**config.mk**
```make
export PLATFORM = sky130hd
export DESIGN_NAME = bdd_traverse_engine
export DESIGN_NICKNAME = d
export VERILOG_FILES = /design/src/rtl/bdd_traverse_engine.sv
export SDC_FILE = /design/constraint.sdc
export NUM_CORES = 2
export LEC_CHECK = 0
export ABC_AREA = 1
export BUFFER_PORTS_ARGS = -buffer_cell sky130_fd_sc_hd__buf_2
export CAP_MARGIN = 30
export CELL_PAD_IN_SITES_DETAIL_PLACEMENT = 0
export CELL_PAD_IN_SITES_GLOBAL_PLACEMENT = 2
export CORE_MARGIN = 2
export CORE_UTILIZATION = 50
export CTS_BUF_LIST = sky130_fd_sc_hd__clkbuf_8
export DETAILED_ROUTE_END_ITERATION = 6
export PLACE_DENSITY_LB_ADDON = 0.1
export SLEW_MARGIN = 20
export SYNTH_ARGS = -nofsm -noshare
export SYNTH_HDL_FRONTEND = slang
export SYNTH_SLANG_ARGS = --single-unit
```
**constraint.sdc**
```tcl
create_clock -name clk -period 15.75 [get_ports clk]
set_input_delay 1.575 -clock clk [delete_from_list [all_inputs] [get_ports clk]]
set_output_delay 1.575 -clock clk [all_outputs]
set_load 0.02 [all_outputs]
```
**src/rtl/bdd_traverse_engine.sv**
```systemverilog
// Oblique decision-diagram traversal engine: host-loaded node tables, one classification per start.
// Optional BDD_MAC_PIPE_EN inserts a MAC register stage between FETCH and EVAL (3 cycles per node).
module bdd_traverse_engine #(
    parameter int NUM_ATTR  = 3,
    parameter int ATTR_W    = 8,
    parameter int COEF_W    = 8,
    parameter int THR_W     = 10,
    parameter int ADDR_W    = 8,
    parameter int DEPTH     = 32,
    parameter int CLASS_W   = 8,
    parameter int ROOT      = 0,
    parameter int MAX_DEPTH = 16
) (
    input  logic                               clk,
    input  logic                               rst,
    input  logic                               cfg_we,
    input  logic [ADDR_W-1:0]                  cfg_addr,
    input  logic [NUM_ATTR*COEF_W+THR_W-1:0]   cfg_wt,
    input  logic [2*ADDR_W:0]                  cfg_link,
    input  logic                               start,
    input  logic [NUM_ATTR*ATTR_W-1:0]         in_attr,
    output logic                               busy,
    output logic                               done,
    output logic [CLASS_W-1:0]                 out_class,
    output logic                               err_depth
);

    localparam int WT_W   = NUM_ATTR*COEF_W + THR_W;
    localparam int LINK_W = 1 + 2*ADDR_W;
    localparam int ACC_W  = ATTR_W + COEF_W + $clog2(NUM_ATTR);
    localparam int CMP_W  = (ACC_W > THR_W) ? ACC_W : THR_W;
    localparam int IDX_W  = (DEPTH > 1) ? $clog2(DEPTH) : 1;
    localparam int DCNT_W = $clog2(MAX_DEPTH + 1);

    typedef enum logic [1:0] {
        IDLE  = 2'd0,
        FETCH = 2'd1,
        MAC   = 2'd2,
        EVAL  = 2'd3
    } state_t;

    state_t                         state, state_d;
    logic [ADDR_W-1:0]              node_q, node_d;
    logic [DCNT_W-1:0]              depth_q, depth_d;
    logic [NUM_ATTR*ATTR_W-1:0]     attr_q, attr_d;
    logic                           busy_d, done_d, err_d;
    logic [CLASS_W-1:0]             class_d;

    logic [WT_W-1:0]                wt_mem   [DEPTH];
    logic [LINK_W-1:0]              link_mem [DEPTH];
    logic [WT_W-1:0]                wt_q;
    logic [LINK_W-1:0]              link_q;

    logic                           cfg_ok;
    logic [ACC_W-1:0]               sum;
    logic [ACC_W-1:0]               sum_eval;
    logic [THR_W-1:0]               thr;
    logic                           leaf;
    logic [ADDR_W-1:0]              child0, child1, next;
    logic                           take1;

    // Writes are refused while busy so a query always walks a stable table.
    assign cfg_ok = cfg_we && !busy && (32'(cfg_addr) < 32'(DEPTH));

    always_ff @(posedge clk) begin
        if (cfg_ok) begin
            wt_mem[cfg_addr[IDX_W-1:0]]   <= cfg_wt;
            link_mem[cfg_addr[IDX_W-1:0]] <= cfg_link;
        end
        if (state == FETCH) begin
            wt_q   <= wt_mem[node_q[IDX_W-1:0]];
            link_q <= link_mem[node_q[IDX_W-1:0]];
        end
    end

    always_comb begin
        sum = '0;
        for (int unsigned i = 0; i < NUM_ATTR; i++) begin
            sum = sum + ACC_W'(attr_q[i*ATTR_W +: ATTR_W])
                      * ACC_W'(wt_q[THR_W + i*COEF_W +: COEF_W]);
        end
    end

`ifdef BDD_MAC_PIPE_EN
    logic [ACC_W-1:0] sum_q;

    always_ff @(posedge clk or posedge rst) begin
        if (rst) begin
            sum_q <= '0;
        end else if (state == MAC) begin
            sum_q <= sum;
        end
    end

    assign sum_eval = sum_q;
`else
    assign sum_eval = sum;
`endif

    assign thr    = wt_q[THR_W-1:0];
    assign leaf   = link_q[2*ADDR_W];
    assign child1 = link_q[2*ADDR_W-1:ADDR_W];
    assign child0 = link_q[ADDR_W-1:0];
    assign take1  = CMP_W'(sum_eval) >= CMP_W'(thr);
    assign next   = take1 ? child1 : child0;

    always_ff @(posedge clk or posedge rst) begin
        if (rst) begin
            state     <= IDLE;
            node_q    <= '0;
            depth_q   <= '0;
            attr_q    <= '0;
            busy      <= 1'b0;
            done      <= 1'b0;
            err_depth <= 1'b0;
            out_class <= '0;
        end else begin
            state     <= state_d;
            node_q    <= node_d;
            depth_q   <= depth_d;
            attr_q    <= attr_d;
            busy      <= busy_d;
            done      <= done_d;
            err_depth <= err_d;
            out_class <= class_d;
        end
    end

    always_comb begin
        state_d = state;
        node_d  = node_q;
        depth_d = depth_q;
        attr_d  = attr_q;
        busy_d  = busy;
        done_d  = 1'b0;
        err_d   = 1'b0;
        class_d = out_class;

        unique case (state)
            IDLE: begin
                if (start) begin
                    attr_d  = in_attr;
                    node_d  = ADDR_W'(ROOT);
                    depth_d = '0;
                    busy_d  = 1'b1;
                    state_d = FETCH;
                end
            end
            FETCH: begin
`ifdef BDD_MAC_PIPE_EN
                state_d = MAC;
`else
                state_d = EVAL;
`endif
            end
            MAC: begin
                state_d = EVAL;
            end
            EVAL: begin
                if (leaf) begin
                    class_d = child0[CLASS_W-1:0];
                    done_d  = 1'b1;
                    busy_d  = 1'b0;
                    state_d = IDLE;
                end else begin
                    depth_d = depth_q + 1'b1;
                    // Watchdog and out-of-table successor both end the query with an error.
                    if (depth_d == DCNT_W'(MAX_DEPTH) || 32'(next) >= 32'(DEPTH)) begin
                        done_d  = 1'b1;
                        err_d   = 1'b1;
                        busy_d  = 1'b0;
                        state_d = IDLE;
                    end else begin
                        node_d  = next;
                        state_d = FETCH;
                    end
                end
            end
            default: state_d = IDLE;
        endcase
    end

endmodule

```
==> results.sh <==
export IMPL_max_cap_violations=0
export IMPL_grt_ovfl_total=0
export IMPL_netlist_area_um2=74200
export IMPL_final_cell_mix="edfxtp_1, nor2_1, o21ai_0, inv_1, nand2_1"
export IMPL_place_port_buffers=97
export IMPL_multi_input_area_um2=19600
export IMPL_holdBufCountCts=0
export IMPL_r2r_slack_ns=8.30
export IMPL_clock_sinks=1730
export IMPL_worstReg2RegStart="wt_q[13]$_DFFE_PN_"
export IMPL_postRouteAntennaNets=0
export IMPL_syn_nets=6135
export IMPL_worst_path_max_fanout=8
export IMPL_fin_crit_sh_pct=47.3
export IMPL_crit_slowest_cell="fa_1"
export IMPL_hold_end="out_class[6]$_DFFE_PP0P_"
export IMPL_clkTransAtPathRegs_ns=0.06
export IMPL_finalSetupViolCount=0
export IMPL_dpl_hpwl_mm=122
export IMPL_r2r_end="node_q[0]$_DFFE_PP0P_"
export IMPL_synthCells=5773
export IMPL_dieHeight_um=389
export IMPL_num_rows=141
export IMPL_critPathRequiredTime_ns=16.56
export IMPL_timing_fmax_mhz=134
export IMPL_post_route_min_period_ns=7.45
export IMPL_cts_buffers=309
export IMPL_slowest_delay_ns=0.56
export IMPL_outcome="finished, final reports clean"
export IMPL_rr_worst_depth=31
export IMPL_ys_top_cells_by_area="edfxtp_1, o21ai_0, nor2_1"
export IMPL_syn_avg_cell_area_um2=12.9
export IMPL_ctsResizeCount=0
export IMPL_htreeDepth=5
export IMPL_path_common_cell="fa_1"
export IMPL_rsz0062_at_grt="false"
export IMPL_hold_class="reg -> reg"
export IMPL_maxSlewViolCount=0
export IMPL_grt_antenna_before_repair=20
export IMPL_ys_seq_area_share_pct=69.7
export IMPL_core_area_um2=147000
export IMPL_grt_usage_pct=29.7
export IMPL_pin_count=98
export IMPL_max_slew_margin_rel_pct=26.3
export IMPL_tritoncts="done"
export IMPL_clk_path_buf_depth=4
export IMPL_fill_cells=12300
export IMPL_worstHoldPathCells=2
export IMPL_drt_iter0_drc=4984
export IMPL_tns_ns=0
export IMPL_start_util_pct=50.3
export IMPL_final_common_cell="edfxtp_1"
export IMPL_dr_pass1_iters=6
export IMPL_worstMarginPinSlew_ns=1.11
export IMPL_layout_drive_gt1_share_pct=10.2
export IMPL_cp_end_kind="register"
export IMPL_cts_setup_buffers=0
export IMPL_vias=48400
export IMPL_hold_violations=0
export IMPL_synthDistinctLibCells=38
export IMPL_yosys_area_top_type="edfxtp_1"
export IMPL_die_x_um=389
export IMPL_avgRoutedWirePerCell_um=28.0
export IMPL_grt_max_degree=151
export IMPL_nets=6247
export IMPL_gp_congestion=0.858
export IMPL_ys_ff_latch=1730
export IMPL_grt_pass1_wl_mm=326
export IMPL_worst_clock_skew_ns=0.0910
export IMPL_yosysWarningCount=0
export IMPL_register_area_um2=51700
export IMPL_synth_top_cell_area_share_pct=68.1
export IMPL_routed_via_density=6.03
export IMPL_final_core_util_pct=55.7
export IMPL_path_class="reg -> reg"
export IMPL_clk_latency_ns=0.98
export IMPL_wl_mm=225
export IMPL_hold_start="out_class[6]$_DFFE_PP0P_"
export IMPL_start_kind="register"
export IMPL_dieArea_um2=152000
export IMPL_drc=0
export IMPL_area_delta_synth_final_pct=10.7
export IMPL_arrival_ns=8.26
export IMPL_cts_root_buf="clkbuf_8"
export IMPL_grt_pass1_vias=46900
-- how the worst max path moves through the flow --
stage | startpoint | to | slack, ns | depth (start not counted)
after global routing | wt_q[13]$_DFFE_PN_ | node_q[4]$_DFFE_PP0P_ | 7.86 | 31
after floorplan | attr_q[3]$_DFFE_PP0P_ | node_q[0]$_DFFE_PP0P_ | 9.12 | 32
after global placement | attr_q[3]$_DFFE_PP0P_ | node_q[1]$_DFFE_PP0P_ | 8.20 | 31
after detailed placement | attr_q[3]$_DFFE_PP0P_ | node_q[0]$_DFFE_PP0P_ | 8.30 | 31
after CTS | wt_q[13]$_DFFE_PN_ | node_q[0]$_DFFE_PP0P_ | 8.25 | 31
final | wt_q[13]$_DFFE_PN_ | node_q[0]$_DFFE_PP0P_ | 8.30 | 31
-- synthesized netlist by cell type, drive strengths merged --
| cell type | number |
|---|---|
| a21boi | 1 |
| a21oi | 21 |
| a22oi | 1 |
| a31oi | 51 |
| a32oi | 48 |
| and2 | 1 |
| buf | 51 |
| clkbuf | 353 |
| clkinv | 3 |
| dfrtp | 47 |
| edfxtp | 1683 |
| fa | 161 |
| ha | 114 |
| inv | 424 |
| mux2 | 5 |
| nand2 | 390 |
| nand3 | 144 |
| nand3b | 1 |
| nand4 | 11 |
| nor2 | 967 |
| nor3 | 3 |
| nor4b | 1 |
| o21ai | 871 |
| o21bai | 1 |
| o221ai | 314 |
| o22ai | 96 |
| or2 | 1 |
| or3 | 1 |
| xor2 | 8 |
-- metal layers --
| layer | global-route usage (%) | vias up | share of wire [%] |
|---|---|---|---|
| li1 | - | 21200 | - |
| met1 | 43.1 | 24700 | 43 |
| met2 | 46.7 | 2003 | 47 |
| met3 | 4.57 | 400 | 7.7 |
| met4 | 8.46 | 14 | 2.5 |
| met5 | 0 | - | 0.036 |
-- worst max-delay path: cells and delay by family (launching register included) --
kind                       cells  cell delay (ns)
AOI/OAI and AO/OA              2             0.33
xor gates and xnor gates       1             0.18
adders and majority gates      9             4.23
buffers and inverters          5             0.28
DFF                            1             0.54
and+or+nand+nor               14             1.72
-- cell families after synthesis --
kind of cell    Yosys count  share of synthesized area, %
compound gates         1404                          11.6
mux                       5                        0.0758
flops                  1730                          69.7
simple gates           1520                          8.11
fa+ha+maj               275                          6.26
buf+inv                 831                          4.24
xor+xnor                  8                        0.0944
-- area by class of cell --
cell class / instances / area share (%)
Antenna cell: 6 / 0.0183
Clock buffer: 319 / 5.34
Clock inverter: 190 / 1.05
Inverter: 427 / 1.99
Multi-Input combinational cell: 3212 / 23.9
Sequential cell: 1730 / 63.0
Tap cell: 1930 / 2.94
Timing Repair Buffer: 205 / 1.80
-- flip-flops by register name, summed over array words and instances (netlist names) --
signal,count
state,2
done,1
err_depth,1
link_q,17
busy,1
out_class,8
attr_q,24
wt_mem,1088
wt_q,34
depth_q,5
link_mem,544
node_q,5
-- metrics by stage --
step	setup slack [ns]	instance area (um2)	cells	hold WS (ns)
floorplan	9.12	74200	5773	0.471
global placement	8.20	76600	7492	0.487
detailed placement	8.30	76900	7503	0.484
CTS	8.25	82100	8012	0.497
global route	7.86	82100	8015	0.522
finish	8.30	82200	8019	0.491
Power is left out: the tool's default activity adds up to more than one toggle a clock period on the data nets, which glitch-free logic cannot reach.
